[src/rtl/cpu_pkg.sv]
// Shared CPU definitions used by the fetch/decode instruction queue.
package cpu_pkg;

  localparam int DATA_W = 32;

  localparam logic [DATA_W-1:0] NOP_INSTR = 32'h0;

  // One queued fetch result: instruction word plus the PC+1 that goes with it.
  typedef struct packed {
    logic [DATA_W-1:0] instr;
    logic [DATA_W-1:0] pcinc;
  } fetch_entry_t;

endpackage

[src/rtl/fb_ctrl.sv]
// Fetch buffer control: read/write pointers, occupancy count, and the
// flush > push/pop priority. InReady/OutValid come from registered state only.
module fb_ctrl #(
  parameter int DEPTH = 4
) (
  input  logic                       clk,
  input  logic                       rst_n,
  input  logic                       flush,
  input  logic                       in_valid,
  input  logic                       out_ready,
  output logic                       in_ready,
  output logic                       out_valid,
  output logic                       wr_en,
  output logic [$clog2(DEPTH)-1:0]   wr_ptr,
  output logic [$clog2(DEPTH)-1:0]   rd_ptr,
  output logic [$clog2(DEPTH):0]     count
);

  localparam int PTR_W = $clog2(DEPTH);
  localparam int CNT_W = PTR_W + 1;

  logic [PTR_W-1:0] wr_ptr_q, wr_ptr_d;
  logic [PTR_W-1:0] rd_ptr_q, rd_ptr_d;
  logic [CNT_W-1:0] count_q, count_d;
  logic             push;
  logic             pop;

  // Handshake flags depend only on the occupancy register, so a full buffer
  // refuses a push even when decode pops in the same cycle.
  assign in_ready  = (count_q != CNT_W'(DEPTH));
  assign out_valid = (count_q != '0);
  assign push      = in_valid & in_ready;
  assign pop       = out_valid & out_ready;

  // A flushed push must never reach storage.
  assign wr_en  = push & ~flush;
  assign wr_ptr = wr_ptr_q;
  assign rd_ptr = rd_ptr_q;
  assign count  = count_q;

  // Next-state: flush empties the queue outright; otherwise pointers advance
  // on their own handshakes and the count follows the push/pop difference.
  always_comb begin
    wr_ptr_d = wr_ptr_q;
    rd_ptr_d = rd_ptr_q;
    count_d  = count_q;
    if (flush) begin
      wr_ptr_d = '0;
      rd_ptr_d = '0;
      count_d  = '0;
    end else begin
      if (push) wr_ptr_d = wr_ptr_q + 1'b1;
      if (pop)  rd_ptr_d = rd_ptr_q + 1'b1;
      case ({push, pop})
        2'b10:   count_d = count_q + 1'b1;
        2'b01:   count_d = count_q - 1'b1;
        default: count_d = count_q;
      endcase
    end
  end

  // Control state registers.
  always_ff @(posedge clk or negedge rst_n) begin
    if (!rst_n) begin
      wr_ptr_q <= '0;
      rd_ptr_q <= '0;
      count_q  <= '0;
    end else begin
      wr_ptr_q <= wr_ptr_d;
      rd_ptr_q <= rd_ptr_d;
      count_q  <= count_d;
    end
  end

endmodule

[src/rtl/fetch_buffer.sv]
// Instruction queue between fetch and decode. Holds fetched instruction/PC+1
// pairs, decouples decode stalls from fetch, and drops everything on a flush.
// DATA_W must match cpu_pkg::DATA_W since entries use the shared struct.
module fetch_buffer #(
  parameter int DEPTH  = 4,
  parameter int DATA_W = 32
) (
  input  logic                     Clock,
  input  logic                     nReset,
  input  logic                     Flush,
  input  logic                     InValid,
  input  logic [DATA_W-1:0]        InInstr,
  input  logic [DATA_W-1:0]        InPCInc,
  output logic                     InReady,
  output logic                     OutValid,
  output logic [DATA_W-1:0]        OutInstr,
  output logic [DATA_W-1:0]        OutPCInc,
  input  logic                     OutReady,
  output logic [$clog2(DEPTH):0]   Count
);

  import cpu_pkg::*;

  localparam int PTR_W = $clog2(DEPTH);

  logic             wr_en;
  logic [PTR_W-1:0] wr_ptr;
  logic [PTR_W-1:0] rd_ptr;
  fetch_entry_t     mem_q [DEPTH];
  fetch_entry_t     mem_d [DEPTH];
  fetch_entry_t     head;

  fb_ctrl #(
    .DEPTH (DEPTH)
  ) u_ctrl (
    .clk       (Clock),
    .rst_n     (nReset),
    .flush     (Flush),
    .in_valid  (InValid),
    .out_ready (OutReady),
    .in_ready  (InReady),
    .out_valid (OutValid),
    .wr_en     (wr_en),
    .wr_ptr    (wr_ptr),
    .rd_ptr    (rd_ptr),
    .count     (Count)
  );

  // Storage write: only the slot at the write pointer changes on an accepted push.
  always_comb begin
    mem_d = mem_q;
    if (wr_en) begin
      mem_d[wr_ptr].instr = InInstr;
      mem_d[wr_ptr].pcinc = InPCInc;
    end
  end

  // Entry storage, cleared on reset so the queue starts from a known image.
  always_ff @(posedge Clock or negedge nReset) begin
    if (!nReset) begin
      for (int i = 0; i < DEPTH; i++) begin
        mem_q[i] <= '0;
      end
    end else begin
      mem_q <= mem_d;
    end
  end

  // Head read with NOP gating so decode sees zeros whenever the queue is empty.
  always_comb begin
    head     = mem_q[rd_ptr];
    OutInstr = NOP_INSTR;
    OutPCInc = '0;
    if (OutValid) begin
      OutInstr = head.instr;
      OutPCInc = head.pcinc;
    end
  end

endmodule

[config.mk]
export PLATFORM = sky130hd
export DESIGN_NAME = fetch_buffer
export DESIGN_NICKNAME = d
export VERILOG_FILES = /design/src/rtl/cpu_pkg.sv /design/src/rtl/fb_ctrl.sv /design/src/rtl/fetch_buffer.sv
export SDC_FILE = /design/constraint.sdc
export NUM_CORES = 1
export LEC_CHECK = 0
export BUFFER_PORTS_ARGS = -buffer_cell sky130_fd_sc_hd__buf_2
export CAP_MARGIN = 25
export CORE_MARGIN = 4
export CORE_UTILIZATION = 47
export CTS_BUF_LIST = sky130_fd_sc_hd__clkbuf_8 sky130_fd_sc_hd__clkbuf_16
export CTS_CLUSTER_DIAMETER = 50
export CTS_CLUSTER_SIZE = 10
export DETAILED_ROUTE_END_ITERATION = 8
export GPL_ROUTABILITY_DRIVEN = 0
export PLACE_DENSITY = 0.69
export SYNTH_ARGS = -nofsm -noshare
export SYNTH_HDL_FRONTEND = slang
export SYNTH_SLANG_ARGS = --single-unit
[constraint.sdc]
create_clock -name Clock -period 2.1 [get_ports Clock]
set_input_delay 0.42 -clock Clock [delete_from_list [all_inputs] [get_ports Clock]]
set_output_delay 0.42 -clock Clock [all_outputs]
set_load 0.02 [all_outputs]
* After elaboration in Yosys (flattened, before gate mapping)
Cells that the tools add are included.
** Cells by class
- Magnitude comparators :: 3
- Reduce and logical (&&, ||, !) cells :: 5
- Equal/unequal tests :: 3
- Muxes and demuxes :: 17
- Add/sub/neg operators :: 4
- Bitwise logic cells :: 6
** Operator list (number)
- 256-bit bitwise mux :: 2
- 64-bit demux with 2-bit select :: 2
- 64-bit two-way mux :: 3
- 64-bit binary-select mux with 2-bit select :: 1
- 32-bit two-way mux :: 3
- 2-bit two-way mux :: 4
- 3-bit >= comparator (second input constant) :: 2
- 2-bit inverter with 3-bit output :: 2
- 3-bit one-hot mux with 2 select lines :: 1
- 3-bit nonzero test :: 2
- 2-bit by 1-bit adder with 2-bit output (second input constant) :: 2
- 2-bit nonzero test :: 2
- 3-bit by 1-bit adder with 3-bit output (second input constant) :: 1
- 1-bit bitwise AND :: 3
- 3-bit by 1-bit less-than comparator with 1-bit output (second input constant) :: 1
- 3-bit two-way mux :: 1
- 3-bit inequality test (second input constant) :: 1
- 3-bit by 1-bit subtractor with 3-bit output (second input constant) :: 1
- 2-bit by 1-bit == test with 1-bit output (second input constant) :: 1
- 2-bit == test (second input constant) :: 1
- 1-bit logical AND :: 1
- 1-bit inverter :: 1
** Storage, ports and cells
- Word-level logic and storage cells :: 49
- Input port bits :: 69
- Output and inout bits :: 69
- Register bits after elaboration :: 263

* Longest topological paths before layout
Gate-level depths: netlist of run 1.
- Depth after elaboration :: 7
- Mapped depth :: 9
- Mapped depth without buffers :: 7

* By module
Synthesis of run 1 repeated with hierarchy kept, for this count alone.
** Second synthesis, totals
- Cells, all modules :: 817
- Area, all modules :: 12120.4 µm²
** Modules (own cells, without submodules)
- fetch_buffer :: cells each 764, times used 1, area an instance 11586.1 µm², sequential area each 6406.1 µm²
- fb_ctrl :: cells each 53, times used 1, area an instance 534.3 µm², sequential area each 175.2 µm²

* Worst setup path after synthesis of run 1
Ideal clock, no wire load.
- Path type :: register to register
- Start :: register u_ctrl.count_q[0] (netlist: u_ctrl.count[0])
- End :: register u_ctrl.count_q[2] (netlist: u_ctrl.count[2])
- Path buffers :: 2
- Setup time :: 0.082 ns
- Arrival time :: 2.303 ns
- Path slack :: -0.284 ns
- Cell stages (with the launch flop) :: 10
- Data required time :: 2.018 ns
- Period minus slack after synthesis :: 2.384 ns
- Cells stage by stage :: dfrtp_1 buf_2 nor2_1 nand2_1 clkbuf_1 and3_1 fa_1 and3b_1 a311o_1 a31oi_1
** Between the ends
- Word-level cells in the longest chain between the ends :: 5
- Elaborated cells between the ends (all ways) :: 11
- Classes of those cells :: add/sub (2); eq/ne (3); mux (2); bitwise (2); reduce/logical (2)
** Ends and longest elaborated chain
- start, declared :: line fb_ctrl.sv:24 : logic [CNT_W-1:0] count_q, count_d;
- start signal, assigned :: line fb_ctrl.sv:71 : count_q <= count_d;
- 3-bit inequality test / 3-bit nonzero test (equally long branches) :: line fb_ctrl.sv:30, fb_ctrl.sv:31
- 1-bit bitwise AND (on tied branches) :: line fb_ctrl.sv:32, fb_ctrl.sv:33
- 2-bit by 1-bit == test with 1-bit output / 2-bit == test (equally long branches) :: line fb_ctrl.sv:54 : case ({push, pop})
- 3-bit one-hot mux with 2 select lines :: line fb_ctrl.sv:54
- 3-bit two-way mux :: line fb_ctrl.sv:47 : if (flush) begin
Parallel ways exist; a longest one is shown, timed or not.
A chain may end at the register's enable or synchronous reset.

* Worst setup path after layout of run 1
- Start :: register u_ctrl.rd_ptr_q[0] (netlist: u_ctrl.rd_ptr[0])
- End :: output OutPCInc[31]
** Between the ends
- Word-level cells in the longest chain between the ends :: 5
** Ends and longest elaborated chain
- start, declared :: line fb_ctrl.sv:23 : logic [PTR_W-1:0] rd_ptr_q, rd_ptr_d;
- start signal, assigned :: line fb_ctrl.sv:70 : rd_ptr_q <= rd_ptr_d;
- 2-bit inverter with 3-bit output (not written as such) :: line fetch_buffer.sv:71 : head = mem_q[rd_ptr];
- 64-bit binary-select mux with 2-bit select :: line fetch_buffer.sv:71
- 64-bit two-way mux (not written as such) (2 in series) :: line fetch_buffer.sv:71
- 32-bit two-way mux :: line fetch_buffer.sv:74 : if (OutValid) begin
- end, declared :: line fetch_buffer.sv:17 : output logic [DATA_W-1:0] OutPCInc,
Every way passes these cells. The select of a mux whose other input is x is not followed.

==> results_dict.tcl, run 1 <==
set metrics [dict create \
    worstPathArrival_ns 2.15 \
    cp-end-kind "output port" \
    slew_headroom_pct 72.2 \
    fin_tns_setup_ns -26.91 \
    clock_skew_ns 0.0177 \
    crit_buf_inv 3 \
    power.density_nw_per_um2 1260 \
    power.leakage_nw 6.84 \
    drt_first_pass_iters 4 \
    post_dp_cell_area_sq_um 13600 \
    via_per_inst 5.57 \
    wl_met3_um 1350 \
    cp_slowest_stage_delay_ns 0.53 \
    fin_area_sq_um 14900 \
    fmax_mhz 389 \
    ir_drop_mv 0.870 \
    hold_violations 0 \
    ys_types 37 \
    drive_above_1_share_pct 62.1 \
    initial_utilization_pct 48.2 \
    multiInputGateArea_sq_um 5450 \
    grt_pass1_vias 7776 \
    synthSimpleGateAreaFrac_pct 4.77 \
    wl_met1_um 12000 \
    wl_met2_um 13600 \
    cp_common_cell "buf_4" \
    cp_slowest_cell "dfrtp_4" \
    grt_start_max_net_pins 51 \
    setup_viol 64 \
    holdPathStages 2 \
    htree_levels 1 \
    io_pins 138 \
    die_area_sq_um 28800 \
    clk_path_buf_depth 3 \
    ff2ff_path_depth 7 \
    synth-compound-area-share_pct 0.856 \
    fin_nets 1000 \
    overflow 0 \
    path_class "reg2out" \
    design.core.area_sq_um 25500 \
    grt.total_usage_pct 18.8 \
    n_antenna_cell 0 \
    synth_fa_ha_area_share_pct 0.570 \
    crit_family "flip-flops" \
    rrSetupSlack_ns 0.07 \
    min-delay-start "InPCInc[20]" \
    syn_inst 755 \
    yosys-mux-area-fraction_pct 37.0 \
    die_y_um 170 \
    cp.depth 5 \
    vias 7039 \
    drv_slew 0 \
    fin_crit_sh_pct 122 \
    row_count 58 \
    top_layer "met5" \
    cts-root-buf "clkbuf_16" \
    status "finished with violations" \
    hp-class "in2reg" \
    wl_per_cell_um 21.7 \
    clock_latency_ns 0.54 \
    worstHoldEndpoint "mem_q[148]" \
    fill_cells 1989 \
    grt_pass1_wl_um 43100 \
    area_growth_pct 21.0 \
    cts_inserted_buffers 31 \
    rsz0062_at_grt "true" \
    antenna_found_initial 5 \
    cts_tree "done" \
    syn-num-nets 829 \
    rr_startpoint "u_ctrl.count[0]" \
    syn_area_sq_um 12300 \
    drc 0 \
    drt-initial-drc-count 349 \
    ant_nets 0 \
    critPathRequiredTime_ns 1.68 \
    die_w_um 170 \
    path_cells "buf_4 > buf_12 > mux4_2 > and2_4 > buf_4" \
    clock_sinks 263 \
    port_buffers 137 \
    seqCellArea_sq_um 6590 \
    r2r_end "u_ctrl.count[1]" \
    synth.avg_cell_area_sq_um 16.3 \
    worst_slack_ns -0.471 \
    ys_seq_elements 263 \
    start_kind "register" \
    seq_area_frac_synth_pct 53.6 \
    dp_hpwl_um 16100 \
    synth_xor_area_share_pct 0.214 \
    violations "negative setup slack" \
    drv_cap 0 \
    routed_wl_um 27400 \
    synth_top_family_by_area "multiplexers" \
    period_minus_slack_ns 2.57 \
    crit_fanout 7 \
    cts.clk_slew.worst_paths_ns 0.06 \
    yosysWarnings 0 \
    tightest_slew_ns 0.412 \
]
[cell usage in the layout (no fill, tap or decap), types with 4 or more instances in the layout]
cell type / n
buf_2: 118
mux4_2: 64
clkbuf_16: 33
dfrtp_1: 259
mux2_4: 60
inv_1: 11
buf_12: 19
ha_1: 4
a21oi_1: 4
and2_4: 17
and2_1: 47
buf_6: 20
buf_4: 25
o21ai_0: 4
mux2_2: 196
[metrics by stage]
step | cells | setup WS [ns] | power (mW) | hold slack [ns] | util [%]
6_report | 1264 | -0.471 | 18.7 | 0.155 | 58.4
5_1_grt | 1264 | -0.552 | 19.8 | 0.131 | 58.4
4_1_cts | 1257 | -0.515 | 18.5 | 0.127 | 57.5
3_5_place_dp | 1205 | 0.0489 | 13.5 | 0.351 | 53.2
3_3_place_gp | 1205 | 0.0888 | 13.3 | 0.355 | 53.2
2_1_floorplan | 755 | 0.000642 | 11.8 | 0.124 | -
[cell families after synthesis]
group                      Yosys count
muxes                              320
DFF                                263
and+or+nand+nor                     89
buffers and inverters               58
AOI/OAI and AO/OA                   17
adders and majority gates            5
xor gates and xnor gates             3
[layer usage]
layer  track usage, %  vias to the layer above
li1                 -                     3100
met1             26.0                     3738
met2             31.4                      153
met3             3.73                       40
met4             3.33                        8
met5                0                        -
[synth_stat cells, drive strengths merged]
cell type / count / area, sq um
a2111oi: 1 / 8.76
a21oi: 5 / 25.0
a311o: 1 / 10.0
a31oi: 2 / 12.5
and2: 64 / 400
and2b: 1 / 7.51
and3: 3 / 23.8
and3b: 1 / 8.76
and4bb: 1 / 12.5
buf: 36 / 284
clkbuf: 15 / 56.3
dfrtp: 263 / 6580
fa: 1 / 20.0
ha: 4 / 50.1
inv: 7 / 26.3
mux2: 256 / 3110
mux4: 64 / 1440
nand2: 1 / 3.75
nand2b: 2 / 12.5
nand3: 5 / 40.0
nand3b: 3 / 22.5
nor2: 4 / 15.0
nor3b: 1 / 18.8
nor4: 1 / 6.26
o21ai: 5 / 25.0
o21bai: 1 / 7.51
o311ai: 1 / 8.76
o31ai: 1 / 7.51
or2: 1 / 6.26
or4: 1 / 7.51
xor2: 3 / 26.3
[power by group]
| part | internal [mW] | total (mW) | switching, mW |
|---|---|---|---|
| clock | 2.70 | 4.65 | 1.95 |
| combinational | 3.85 | 6.42 | 2.57 |
| sequential | 6.81 | 7.68 | 0.873 |
| total | 13.4 | 18.7 | 5.39 |
[timing repair]
item                                   CTS  global route
hold buffers                             1             0
resized for setup                       25            46
cloned                                   3             3
endpoints found under the hold margin   35             0
setup buffers                            7             5
pin swaps                                1            13
setup endpoints to repair               66            67
[cell type report]
| type | instances | share of cell area, % |
|---|---|---|
| Multi-Input combinational cell | 434 | 36.6 |
| Timing Repair Buffer | 189 | 10.4 |
| Tap cell | 330 | 2.78 |
| Inverter | 7 | 0.177 |
| Sequential cell | 263 | 44.3 |
| Clock buffer | 34 | 5.50 |
| Clock inverter | 7 | 0.210 |
[how the worst max path moves through the flow]
stage	start	endpoint	slack, ns
2_1_floorplan	u_ctrl.count[1]	u_ctrl.count[1]	0.0006
3_3_place_gp	u_ctrl.rd_ptr[0]	OutPCInc[31]	0.09
3_5_place_dp	u_ctrl.rd_ptr[0]	OutPCInc[31]	0.05
4_1_cts	u_ctrl.rd_ptr[0]	OutPCInc[22]	-0.51
5_1_grt	u_ctrl.rd_ptr[0]	OutPCInc[3]	-0.55
6_report	u_ctrl.rd_ptr[0]	OutPCInc[31]	-0.47
[state kept, by name (all words and copies together) (netlist names)]
name           cells
u_ctrl.rd_ptr      2
u_ctrl.count       3
mem_q            256
u_ctrl.wr_ptr      2
Power figures use the tool's default switching activity.
==> inputs of run 2 (changes only) <==
--- a/config.mk
+++ b/config.mk
@@ -14,7 +14,7 @@
 export CTS_CLUSTER_SIZE = 10
 export DETAILED_ROUTE_END_ITERATION = 8
 export GPL_ROUTABILITY_DRIVEN = 0
-export PLACE_DENSITY = 0.69
+export PLACE_DENSITY_LB_ADDON = 0.08
 export SYNTH_ARGS = -nofsm -noshare
 export SYNTH_HDL_FRONTEND = slang
 export SYNTH_SLANG_ARGS = --single-unit
==> run 2 against run 1 <==
The flow still finishes with violations (negative setup slack). Cell count up 1.1%. Combinational power increased by 7.6%. Maximum frequency grew 2.0%. Routed wire length grew 8.0%. Register-to-register slack about the same. Critical path type unchanged. Largest cell class unchanged. Highest routed layer unchanged.
==> results_dict.tcl, run 2 (synthesis results as in run 1) <==
set metrics [dict create \
    top_usage_layer "met2" \
    grt_util_met1_pct 26.3 \
    clock_latency_ns 0.50 \
    slew_headroom_pct 72.9 \
    cts_inserted_buffers 35 \
    path_cells "buf_12 > clkbuf_16 > mux4_2 > and2_4 > buf_6" \
    initial_utilization_pct 48.2 \
    worst_slack_ns -0.421 \
    violations "negative setup slack" \
    rsz0062_at_grt "true" \
    row_count 58 \
    wl_per_cell_um 23.1 \
    p_clk_share_pct 28.1 \
    clk_path_buf_depth 3 \
    power.density_nw_per_um2 1320 \
    cp_slowest_stage_delay_ns 0.51 \
    ant_nets 0 \
    die_w_um 170 \
    hp-class "in2reg" \
    fin_tns_setup_ns -24.46 \
    dp_hpwl_um 17900 \
    cts_tree "done" \
    path_class "reg2out" \
    worst_hold_slack_ns 0.184 \
    drv_cap 0 \
    drive_above_1_share_pct 64.7 \
    max_flop_register "mem_q" \
    htree_levels 2 \
    cts-root-buf "clkbuf_16" \
    cp_slowest_cell "mux4_2" \
    p_total_mw 20.3 \
    fin_nets 1007 \
    tightest_slew_ns 0.402 \
    critPathRequiredTime_ns 1.68 \
    drt-initial-drc-count 273 \
    globalRouteMet3Util_pct 4.73 \
    p_sw_mw 5.72 \
    cts.clk_slew.worst_paths_ns 0.06 \
    die_y_um 170 \
    drv_slew 0 \
    port_buffers 137 \
    grt.total_usage_pct 20.1 \
    drc 0 \
    power.leakage_nw 7.06 \
    design.core.area_sq_um 25500 \
    grt_util_met2_pct 33.5 \
    cp-end-kind "output port" \
    p_seq_share_pct 38.0 \
    io_pins 138 \
    n_antenna_cell 0 \
    overflow 0 \
    routed_wl_um 29500 \
    layout_commonest_cell "dfrtp_1" \
    mostFrequentLayoutCells "dfrtp_1 (259), mux2_2 (196), buf_2 (97), mux4_2 (64), mux2_4 (60)" \
    fin_crit_sh_pct 120 \
    fmax_mhz 397 \
    largest_register_ffs 256 \
    grt_pass1_vias 8300 \
    area_growth_pct 25.2 \
    setup_viol 64 \
    power_frac_comb_pct 34.0 \
    drt_first_pass_iters 4 \
    clock_skew_ns 0.00784 \
    hold_violations 0 \
    grt_pass1_wl_um 45900 \
    utilization_pct 60.4 \
    antenna_found_initial 6 \
    internal_power_mw 14.6 \
    via_per_inst 5.62 \
    die_area_sq_um 28800 \
    grt_start_max_net_pins 64 \
    swShare_pct 28.1 \
    worstPathArrival_ns 2.10 \
    start_kind "register" \
    ir_drop_mv 0.733 \
    status "finished with violations" \
    clock_sinks 263 \
    crit_fanout 6 \
    period_minus_slack_ns 2.52 \
    vias 7188 \
]
-- run 2: area by class of cell --
type	instances	area (sq um)
multi-input combinational	434	5480
clock inverter	13	176
inverter	7	28.8
tap	330	413
timing repair buffer	192	1760
fill	1926	10100
clock buffer	39	931
sequential	263	6590
-- run 2: metal layers --
metal | vias up | part of all wire (%)
met5 | - | 0.23
li1 | 3117 | -
met3 | 53 | 5.0
met1 | 3850 | 43
met2 | 158 | 50
met4 | 10 | 2.1
-- run 2: path summary, 6_finish.rpt --
path,from,endpoint,slack [ns],cells past startpoint
max,u_ctrl.rd_ptr[0],OutPCInc[0],-0.42,5
min,InPCInc[15],mem_q[143],0.18,2
max reg2reg,u_ctrl.count[1],u_ctrl.count[1],0.08,7
min reg2reg,mem_q[125],mem_q[125],0.50,1
max in group asynchronous,nReset,mem_q[41],0.99,3
min in group asynchronous,nReset,mem_q[187],0.41,2
-- run 2: power groups by stage --
stage	Sequential, mW	Combinational (mW)	Clock [mW]
after floorplan	7.43	4.37	0
after global placement	7.63	5.66	0
after detailed placement	7.80	5.84	0
after CTS	7.72	6.27	5.85
after global routing	7.91	7.38	6.06
final	7.72	6.91	5.70
-- run 2: repair_timing --
action	in CTS	in global routing
gates cloned	3	6
pin swaps	1	11
endpoints found under the hold margin	41	0
gates resized for setup	30	86
setup buffers	7	4
hold buffers	1	0
setup endpoints to repair	66	67
-- run 2: through the flow --
stage / instance area, sq um / worst slack [ns] / instances
CTS: 15000 / -0.456 / 1268
global route: 15400 / -0.470 / 1278
finish: 15400 / -0.421 / 1278
floorplan: 12300 / 0.000642 / 755
detailed placement: 13600 / 0.0669 / 1205
global placement: 13600 / 0.0858 / 1205
-- run 2: critical path, delay by kind of cell, from the launching register on --
kind                   cells  cell delay [ns]
buffers and inverters      3             0.48
flip-flops                 1             0.44
multiplexers               1             0.51
AND/OR/NAND/NOR            1             0.17
==> inputs of run 3 (changes only) <==
--- a/config.mk
+++ b/config.mk
@@ -5,7 +5,7 @@
 export SDC_FILE = /design/constraint.sdc
 export NUM_CORES = 1
 export LEC_CHECK = 0
-export BUFFER_PORTS_ARGS = -buffer_cell sky130_fd_sc_hd__buf_2
+export BUFFER_PORTS_ARGS = -buffer_cell sky130_fd_sc_hd__buf_4
 export CAP_MARGIN = 25
 export CORE_MARGIN = 4
 export CORE_UTILIZATION = 47
@@ -15,6 +15,7 @@
 export DETAILED_ROUTE_END_ITERATION = 8
 export GPL_ROUTABILITY_DRIVEN = 0
 export PLACE_DENSITY_LB_ADDON = 0.08
+export SKIP_CTS_REPAIR_TIMING = 1
 export SYNTH_ARGS = -nofsm -noshare
 export SYNTH_HDL_FRONTEND = slang
 export SYNTH_SLANG_ARGS = --single-unit
==> run 3 against run 2 <==
The run still ends with negative setup slack left. Clock power decreased by 7.7%. Routed wire length decreased by 4.8%. Sequential share of layout area decreased by 0.21 points. Sequential power about the same. Global-route usage decreased by 0.51 points. Die area unchanged. Sequential cell count unchanged. Setup slack improved by 0.0079 ns. Worst hold slack got worse by 0.0038 ns. Critical endpoint is now OutInstr[26].
==> results_dict.tcl, run 3 (synthesis results as in run 1) <==
set metrics [dict create \
    fin_tns_setup_ns -22.64 \
    die_area_sq_um 28800 \
    crit_family "multiplexers" \
    fmax_mhz 398 \
    layout_commonest_cell "dfrtp_1" \
    clock_latency_ns 0.49 \
    cts.clk_slew.worst_paths_ns 0.05 \
    power.density_nw_per_um2 1280 \
    fill_cells 1928 \
    start_kind "register" \
    period_minus_slack_ns 2.51 \
    slew_headroom_pct 70.6 \
    critPathRequiredTime_ns 1.68 \
    drt-initial-drc-count 332 \
    cts_inserted_buffers 35 \
    drv_slew 0 \
    drive_above_1_share_pct 64.9 \
    rsz0062_at_grt "true" \
    design.core.area_sq_um 25500 \
    row_count 58 \
    hold_violations 0 \
    cts-root-buf "clkbuf_16" \
    io_pins 138 \
    fin_crit_sh_pct 120 \
    drt_first_pass_iters 4 \
    cp_slowest_stage_delay_ns 0.50 \
    ant_nets 0 \
    utilization_pct 60.7 \
    cp-end-kind "output port" \
    status "finished with violations" \
    fin_nets 1005 \
    htree_levels 2 \
    path_class "reg2out" \
    routed_wl_um 28100 \
    worst_slack_ns -0.413 \
    dp_hpwl_um 18100 \
    ir_drop_mv 0.772 \
    max_flop_register "mem_q" \
    fin_area_sq_um 15500 \
    violations "negative setup slack" \
    drc 0 \
    n_antenna_cell 0 \
    overflow 0 \
    largest_register_ffs 256 \
    grt_pass1_wl_um 44800 \
    cp_slowest_cell "mux4_2" \
    cts_tree "done" \
    clk_path_buf_depth 3 \
    crit_buf_inv 3 \
    via_per_inst 5.54 \
    hp-class "in2reg" \
    post_dp_cell_area_sq_um 14000 \
    crit_fanout 6 \
    tightest_slew_ns 0.430 \
    port_buffers 137 \
    preCtsSetupSlack_ns -0.0363 \
    wl_per_cell_um 22.0 \
    die_w_um 170 \
    grt_start_max_net_pins 77 \
    area_growth_pct 25.8 \
    path_cells "buf_12 > clkbuf_16 > mux4_2 > and2_4 > buf_6" \
    clock_sinks 263 \
    die_y_um 170 \
    vias 7079 \
    clock_skew_ns 0.0122 \
    grt.total_usage_pct 19.6 \
    antenna_found_initial 0 \
    initial_utilization_pct 48.2 \
    grt_pass1_vias 8148 \
    setup_viol 64 \
    worstPathArrival_ns 2.09 \
    mostFrequentLayoutCells "dfrtp_1 (259), mux2_2 (196), buf_4 (120), mux4_2 (64), mux2_4 (60)" \
    power.leakage_nw 7.05 \
    drv_cap 0 \
]
## run 3: cell count changes in the layout (fill, tap and decap cells not counted), moves of 5 or more
cell    before  now
buf_4       32  120
buf_2       97    0
and2_4      36   43
and2_1      28   21
buf_6       31   46
inv_1       10   15
buf_16       5    0
## run 3: through the flow
step,power [mW],instances,hold slack [ns]
floorplan,11.8,755,0.124
global placement,13.6,1209,0.341
detailed placement,14.0,1209,0.351
CTS,19.4,1263,-0.171
global route,20.8,1278,0.167
finish,19.8,1278,0.180
## run 3: power breakdown
group | total, mW | internal, mW | switching, mW
sequential | 7.72 | 6.81 | 0.913
combinational | 6.82 | 4.23 | 2.58
clock | 5.26 | 3.21 | 2.05
total | 19.8 | 14.3 | 5.55
## run 3: final cells by class
class                      count  area, sq um  share of cell area [%]
multi-input combinational    434         5490                    35.6
clock buffer                  39          953                    6.17
clock inverter                15         73.8                   0.478
timing repair buffer         190         1900                    12.3
tap                          330          413                    2.67
inverter                       7         28.8                   0.186
sequential                   263         6590                    42.7
## run 3: layer usage
layer / GRT usage [%] / up-vias / part of all wire [%]
met5: 0 / - / 0
li1: - / 3121 / -
met2: 34.2 / 140 / 52
met4: 4.97 / 0 / 1.6
met3: 4.10 / 33 / 4.5
met1: 25.2 / 3785 / 42
## run 3: path summary, 6_finish.rpt
kind | depth (start not counted) | slack (ns) | from | to
worst max register to register | 7 | 0.08 | u_ctrl.count[0] | mem_q[200]
max in group asynchronous | 3 | 0.91 | nReset | mem_q[231]
min in group asynchronous | 2 | 0.43 | nReset | mem_q[126]
worst max-delay path | 5 | -0.41 | u_ctrl.rd_ptr[0] | OutInstr[26]
worst min-delay path | 2 | 0.18 | InPCInc[19] | mem_q[147]
worst min register to register | 1 | 0.50 | mem_q[38] | mem_q[38]
